File: src/rtl/out_port_arb.sv
// Round-robin arbiter for one output port: grants one requester, refuses the
// others, and holds ownership until the owner signals done plus a short gap.
module out_port_arb #(
    parameter int PORTNUM = 16,
    parameter int GAP_CYC = 2
) (
    input  logic                       i_clk,
    input  logic                       i_rst,
    input  logic [PORTNUM-1:0]         i_req,
    input  logic                       i_done,
    output logic                       o_port_ready,
    output logic [PORTNUM-1:0]         o_resp,
    output logic [PORTNUM-1:0]         o_nresp,
    output logic [$clog2(PORTNUM)-1:0] o_owner,
    output logic                       o_owner_vld
);

    localparam int IW = $clog2(PORTNUM);
    localparam int CW = (GAP_CYC > 1) ? $clog2(GAP_CYC) : 1;
    localparam bit HAS_GAP = (GAP_CYC > 0);
    localparam logic [PORTNUM-1:0] ONE_HOT0 = {{(PORTNUM-1){1'b0}}, 1'b1};

    typedef enum logic [1:0] {
        S_IDLE,
        S_BUSY,
        S_GAP
    } state_t;

    state_t            state_q, state_d;
    logic [IW-1:0]     ptr_q, ptr_d;
    logic [CW-1:0]     cnt_q, cnt_d;
    logic [IW-1:0]     owner_d;
    logic              owner_vld_d;
    logic              ready_d;
    logic [PORTNUM-1:0] resp_d, nresp_d;

    logic [IW-1:0]     win;
    logic              win_found;
    logic [IW-1:0]     scan_idx;

    // Rotating priority search: first requester at or above ptr, wrapping.
    always_comb begin
        win       = '0;
        win_found = 1'b0;
        scan_idx  = '0;
        for (int i = 0; i < PORTNUM; i++) begin
            scan_idx = ptr_q + IW'(i);
            if (!win_found && i_req[scan_idx]) begin
                win       = scan_idx;
                win_found = 1'b1;
            end
        end
    end

    // NOTE: every signal gets a default before the case so no latch is inferred.
    always_comb begin
        state_d     = state_q;
        ptr_d       = ptr_q;
        cnt_d       = cnt_q;
        owner_d     = o_owner;
        owner_vld_d = o_owner_vld;
        ready_d     = o_port_ready;
        resp_d      = '0;
        nresp_d     = '0;

        case (state_q)
            S_IDLE: begin
                if (win_found) begin
                    resp_d      = ONE_HOT0 << win;
                    nresp_d     = i_req & ~(ONE_HOT0 << win);
                    owner_d     = win;
                    owner_vld_d = 1'b1;
                    ready_d     = 1'b0;
                    ptr_d       = win + 1'b1;
                    state_d     = S_BUSY;
                end
            end
            S_BUSY: begin
                // The owner's own request may linger; only the others are refused.
                nresp_d = i_req & ~(ONE_HOT0 << o_owner);
                if (i_done) begin
                    owner_vld_d = 1'b0;
                    owner_d     = '0;
                    if (HAS_GAP) begin
                        cnt_d   = CW'(GAP_CYC - 1);
                        state_d = S_GAP;
                    end else begin
                        ready_d = 1'b1;
                        state_d = S_IDLE;
                    end
                end
            end
            S_GAP: begin
                if (cnt_q == '0) begin
                    ready_d = 1'b1;
                    state_d = S_IDLE;
                end else begin
                    cnt_d = cnt_q - 1'b1;
                end
            end
            default: state_d = S_IDLE;
        endcase
    end

    // NOTE: state is updated with non-blocking assignments only.
    always_ff @(posedge i_clk) begin
        if (i_rst) begin
            state_q      <= S_IDLE;
            ptr_q        <= '0;
            cnt_q        <= '0;
            o_owner      <= '0;
            o_owner_vld  <= 1'b0;
            o_port_ready <= 1'b1;
            o_resp       <= '0;
            o_nresp      <= '0;
        end else begin
            state_q      <= state_d;
            ptr_q        <= ptr_d;
            cnt_q        <= cnt_d;
            o_owner      <= owner_d;
            o_owner_vld  <= owner_vld_d;
            o_port_ready <= ready_d;
            o_resp       <= resp_d;
            o_nresp      <= nresp_d;
        end
    end

endmodule
File: config.mk
export PLATFORM = sky130hd
export DESIGN_NAME = out_port_arb
export DESIGN_NICKNAME = d
export VERILOG_FILES = /design/src/rtl/out_port_arb.sv
export SDC_FILE = /design/constraint.sdc
export NUM_CORES = 1
export LEC_CHECK = 0
export ABC_AREA = 1
export BUFFER_PORTS_ARGS = -buffer_cell sky130_fd_sc_hd__buf_2
export CAP_MARGIN = 20
export CORE_UTILIZATION = 37
export CTS_CLUSTER_SIZE = 14
export DETAILED_ROUTE_END_ITERATION = 8
export GPL_ROUTABILITY_DRIVEN = 0
export PLACE_DENSITY = 0.65
export SLEW_MARGIN = 20
export SYNTH_ARGS = -nofsm -noshare
export SYNTH_HDL_FRONTEND = slang
export SYNTH_SLANG_ARGS = --single-unit
File: constraint.sdc
create_clock -name i_clk -period 4.8 [get_ports i_clk]
set_clock_uncertainty 0.05 [all_clocks]
set_input_delay 0.96 -clock i_clk [delete_from_list [all_inputs] [get_ports i_clk]]
set_output_delay 0.96 -clock i_clk [all_outputs]
set_load 0.02 [all_outputs]
# [After elaboration in Yosys (flattened, before gate mapping)]
# Cells that the tools add are included.
[word_totals] register_bits=45 in_bits=19 elab_cells=176
[classes] n_addsub=17 magnitude_cmp=16 eq_ne=5 shift=2 muxes=82 n_bitwise=6 n_reduce_logical=40
[ops] operator="$lt 4x5->1 const B" n=16
[ops] operator="$mux 4" n=18
[ops] operator="$bmux 1 s4" n=16
[ops] operator="$mux 1" n=38
[ops] operator="$add 4x4->4 const B" n=8
[ops] operator="$and 16x16->16" n=2
[ops] operator="$not 16->16" n=2
[ops] operator="$pmux 16 s2" n=1
[ops] operator="$shl 1x4->16 const A" n=2
[ops] operator="$add 4x3->4 const B" n=4
[ops] operator="$mux 16" n=1
[ops] operator="$logic_and 1x1->1" n=15
[ops] operator="$logic_not 1->1" n=15
[ops] operator="$reduce_and 3->1" n=3
[ops] operator="$add 4x1->4 const B" n=2
[ops] operator="$add 4x2->4 const B" n=2
[ops] operator="$pmux 4 s2" n=1
[ops] operator="$mux 2" n=3
[ops] operator="$ne 2x2->1 const B" n=3
[ops] operator="$pmux 1 s2" n=3
[ops] operator="$pmux 2 s3" n=1
[ops] operator="$reduce_bool 2->1" n=3
[ops] operator="$reduce_and 2->1" n=2
[ops] operator="$reduce_or 3->1" n=1
[ops] operator="other kinds (5)" n=6

# [Longest topological paths before layout]
[logic_depth] depth_word=53 mapped_depth=32 depth_no_buf=29

# [Worst setup path after synthesis]
# No wires, ideal clock.
[synth_timing] path_kind="register -> register" startpoint="register ptr_q[1]" endpoint="register ptr_q[2]" arrival_ns=3.726 required_time_ns=4.629 slack_ns=0.902 path_stages_with_launch=25 cell_sequence="dfxtp_1 buf_2 inv_2 buf_4 ha_1 clkbuf_1 nand3_1 nand3_1 nand2_1 nand2_2 nand2_2 nor2_8 nand4_4 nor2_4 nand4_4 nor2_4 nand4_4 nor2_4 nand3_2 nand3_1 nand2_1 ha_1 ha_1 o21ai_0 a21oi_1"
[synth_between] elab_chain_len=49 word_cells_on_any_way=111
[synth_lines] element="from (decl)" line="30" rtl="logic [IW-1:0] ptr_q, ptr_d;"
[synth_lines] element="from (signal assigned)" line="118" rtl="ptr_q <= ptr_d;"
[synth_lines] element="parallel branches: the longest is 49 deep, another holds $add 4x1->4"
# Several ways; the timed one is not identified. The select of a mux whose other input is x is not followed.
# A chain may end at the register's enable or synchronous reset.

# [Final worst setup path]
[layout_timing] startpoint="register ptr_q[0]" endpoint="register o_nresp[2]"
[layout_between] elab_chain_len=53 word_cells_on_any_way=114
[layout_lines] element="parallel branches: the longest is 51 deep, another holds $add 4x1->4"
[layout_lines] element="$mux 16 *" line="68" rtl="if (win_found) begin"
[layout_lines] element="$pmux 16 s2 *" line="66" rtl="case (state_q)"
[layout_lines] element="to (signal assigned)" line="124" rtl="o_nresp <= nresp_d;"
[layout_lines] element="to (decl)" line="13" rtl="output logic [PORTNUM-1:0] o_nresp,"
# Every way passes the cells marked *. The select of a mux whose other input is x is not followed.

==> reports/qor.csv <==
metric,value,unit
total track usage,23.5,%
Fill cells,1030,
status,"complete, no violations",
yosys warns,0,
H-tree Lvls,2,
Antenna diodes,0,
Max-Cap Viols,0,
Max stage delay on crit path,360,ps
WL per Instance,14.5,um
Worst Setup SP,ptr_q[0]$_SDFFE_PP0P_,
post-DP HPWL,9070,um
vias per cell,5.33,
# rows,36,
Crit. End Element,flip-flop,
critical path depth,25,
sequential area share after synthesis,24.5,%
Starting Density,37.9,%
Core Area,9680,sq um
Placement Setup Slack,485,ps
register area,902,sq um
slowest CP cell,inv_1,
Layout area overhead,13.4,%
critical path class,reg2reg,
nets,696,
DR vias,4262,
die area,10300,sq um
fin area,4170,sq um
Tcrit/Tclk final,88.3,%
Synth Instances,617,
worst skew pair latency,300,ps
Critical R2R Launch,ptr_q[0]$_SDFFE_PP0P_,
worst reg2reg setup slack,560,ps
"Slew Viols, Final",0,
Area after DPL,4050,sq um
worst-margin pin slew,665,ps
worst setup margin,561,ps
"Clk pin slew, worst setup/hold paths",90,ps
grt ovf,0,
maximum clock path buffer count,2,
Die X-Extent,102,um
Critical Path End,o_nresp[2]$_SDFF_PP0_,
Syn Nets,648,
Critical Path RT,4920,ps
Worst Path Buf+Inv,4,
reg2reg path depth,25,
share of layout cells above drive strength 1,15.2,%
most frequent cells in the layout,"nand2_1, nand3_1, inv_1, nor2_1, buf_2",
Port Buf Inserts,56,
crit path DAT,4360,ps
initial antenna violation count,0,
r2r endpoint,o_nresp[2]$_SDFF_PP0_,
DRC Markers,0,
final hold violations,0,
final setup vio count,0,
Unique masters post-synth,31,
Setup TNS,0,ps
#FFs+latches synth,45,
Crit path top cell by count,nand2_1,
crit path max fanout,18,
Num CTS Buffers,5,
crit-path leading delay family,simple AND/OR/NAND/NOR gates,
Worst slew margin,55.5,%
largest net degree at the start of global routing,25,
RSZ-0062 raised after global routing,no,
fin crit period,4240,ps
vias in the first global route,3916,
area of the multi-input gates,2340,sq um
Setup crit start kind,flip-flop,
CTS root buffer,clkbuf_8,
height of the die,102,um
"antenna viol nets, final",0,
"most common cell after layout, fill and taps aside",nand2_1,
Pre-Repair DR Iteration Count,6,
first-pass GRT wire length,19000,um
worst hold path class,reg2reg,
drt initial violations,301,
CTS tree,yes,
max frequency,236,MHz
drt total wl,11600,um
Synth Cell Area,3670,sq um
synthesized area per cell,5.96,sq um
Clock Sinks,45,
io pins,57,
flip-flops by register name, indices dropped and copies added, names as in the netlist:
register	count
o_nresp	16
o_owner_vld	1
o_port_ready	1
o_owner	4
ptr_q	4
state_q	2
o_resp	16
cnt_q	1
Yosys cell counts:
cell       instances  area (sq um)
a21oi_1           30           150
buf_2              8          40.0
buf_4              4          30.0
buf_6              2          22.5
clkbuf_1           8          30.0
clkinv_1           2          7.51
dfxtp_1           45           901
ha_1              12           150
inv_1             70           263
inv_2             10          37.5
inv_4              1          6.26
nand2_1          172           646
nand2_2            7          43.8
nand3_1          120           601
nand3_2            2          20.0
nand4_1           29           181
nand4_4            3          63.8
nor2_1            58           218
nor2_2             1          6.26
nor2_4             3          33.8
nor2_8             1          20.0
nor3_1             2          10.0
o2111ai_1          1          8.76
o211ai_1           2          15.0
o21a_1             3          22.5
o21ai_0            8          40.0
o21ai_1            5          25.0
or2_0              1          6.26
xnor2_2            1          16.3
xor2_1             5          43.8
xor2_2             1          16.3
per-stage QoR:
| stage | cells | hold slack [ps] | utilization, % |
|---|---|---|---|
| 2_1_floorplan | 617 | 402 | - |
| 3_3_place_gp | 791 | 410 | 41.8 |
| 3_5_place_dp | 791 | 414 | 41.8 |
| 4_1_cts | 799 | 434 | 43.0 |
| 5_1_grt | 799 | 459 | 43.0 |
| 6_report | 799 | 424 | 43.0 |
logic make-up (layout without fill, tap and decap cells):
logic type,Yosys count,count (layout),share of synthesized area [%]
AND/OR/NAND/NOR,399,399,50.3
AO/OA/AOI/OAI,49,49,7.12
flip-flops,45,45,24.5
buffers and inverters,105,154,11.9
adder cells (fa/ha/maj),12,12,4.09
XOR/XNOR,7,7,2.08
area by class of cell:
| class | instances | share of cell area, % |
|---|---|---|
| Clock buffer | 7 | 2.07 |
| Clock inverter | 1 | 0.720 |
| Inverter | 83 | 7.53 |
| Multi-Input combinational cell | 467 | 56.1 |
| Sequential cell | 45 | 21.6 |
| Tap cell | 133 | 3.99 |
| Timing Repair Buffer | 63 | 7.98 |
routing by layer:
metal,GRT usage (%),vias to the layer above,part of all wire (%)
li1,-,2104,-
met1,31.8,1966,46
met4,7.36,0,2.0
met5,0,-,0
met3,4.21,24,6.7
met2,37.8,168,45
timing repair:
item,4_1_cts,5_1_grt
endpoints found under the setup margin,0,1
setup buffers,0,0
resized for setup,0,1
hold buffers,0,0
worst reg2reg max path, cell delays in order, from the launching register on:
cell	delay [ps]
dfxtp_1	340
inv_2	240
ha_1	300
inv_1	360
nand3_1	180
nand3_1	140
nand2_1	80
nand2_2	80
nand2_2	100
nor2_8	140
nand4_4	110
nor2_4	160
nand4_4	110
nor2_4	180
nand4_4	130
nor2_4	180
nand3_2	130
nand3_1	120
nand2_1	170
inv_1	130
ha_1	250
inv_1	60
nor2_1	130
nand2_1	110
nand2_1	80
a21oi_1	60
how the worst min path moves through the flow:
stage,endpoint,depth (start not counted),from
final,o_owner_vld$_SDFFE_PP0P_,2,o_owner_vld$_SDFFE_PP0P_
after detailed placement,o_port_ready$_SDFFE_PP1P_,2,o_port_ready$_SDFFE_PP1P_
after CTS,o_owner_vld$_SDFFE_PP0P_,2,o_owner_vld$_SDFFE_PP0P_
after global routing,o_port_ready$_SDFFE_PP1P_,2,o_port_ready$_SDFFE_PP1P_
after floorplan,cnt_q$_SDFFE_PP0P_,2,cnt_q$_SDFFE_PP0P_
after global placement,o_owner_vld$_SDFFE_PP0P_,2,o_owner_vld$_SDFFE_PP0P_
Power is not shown: default switching activity piles up to over one toggle a cycle in this logic, so the estimate is an artifact.
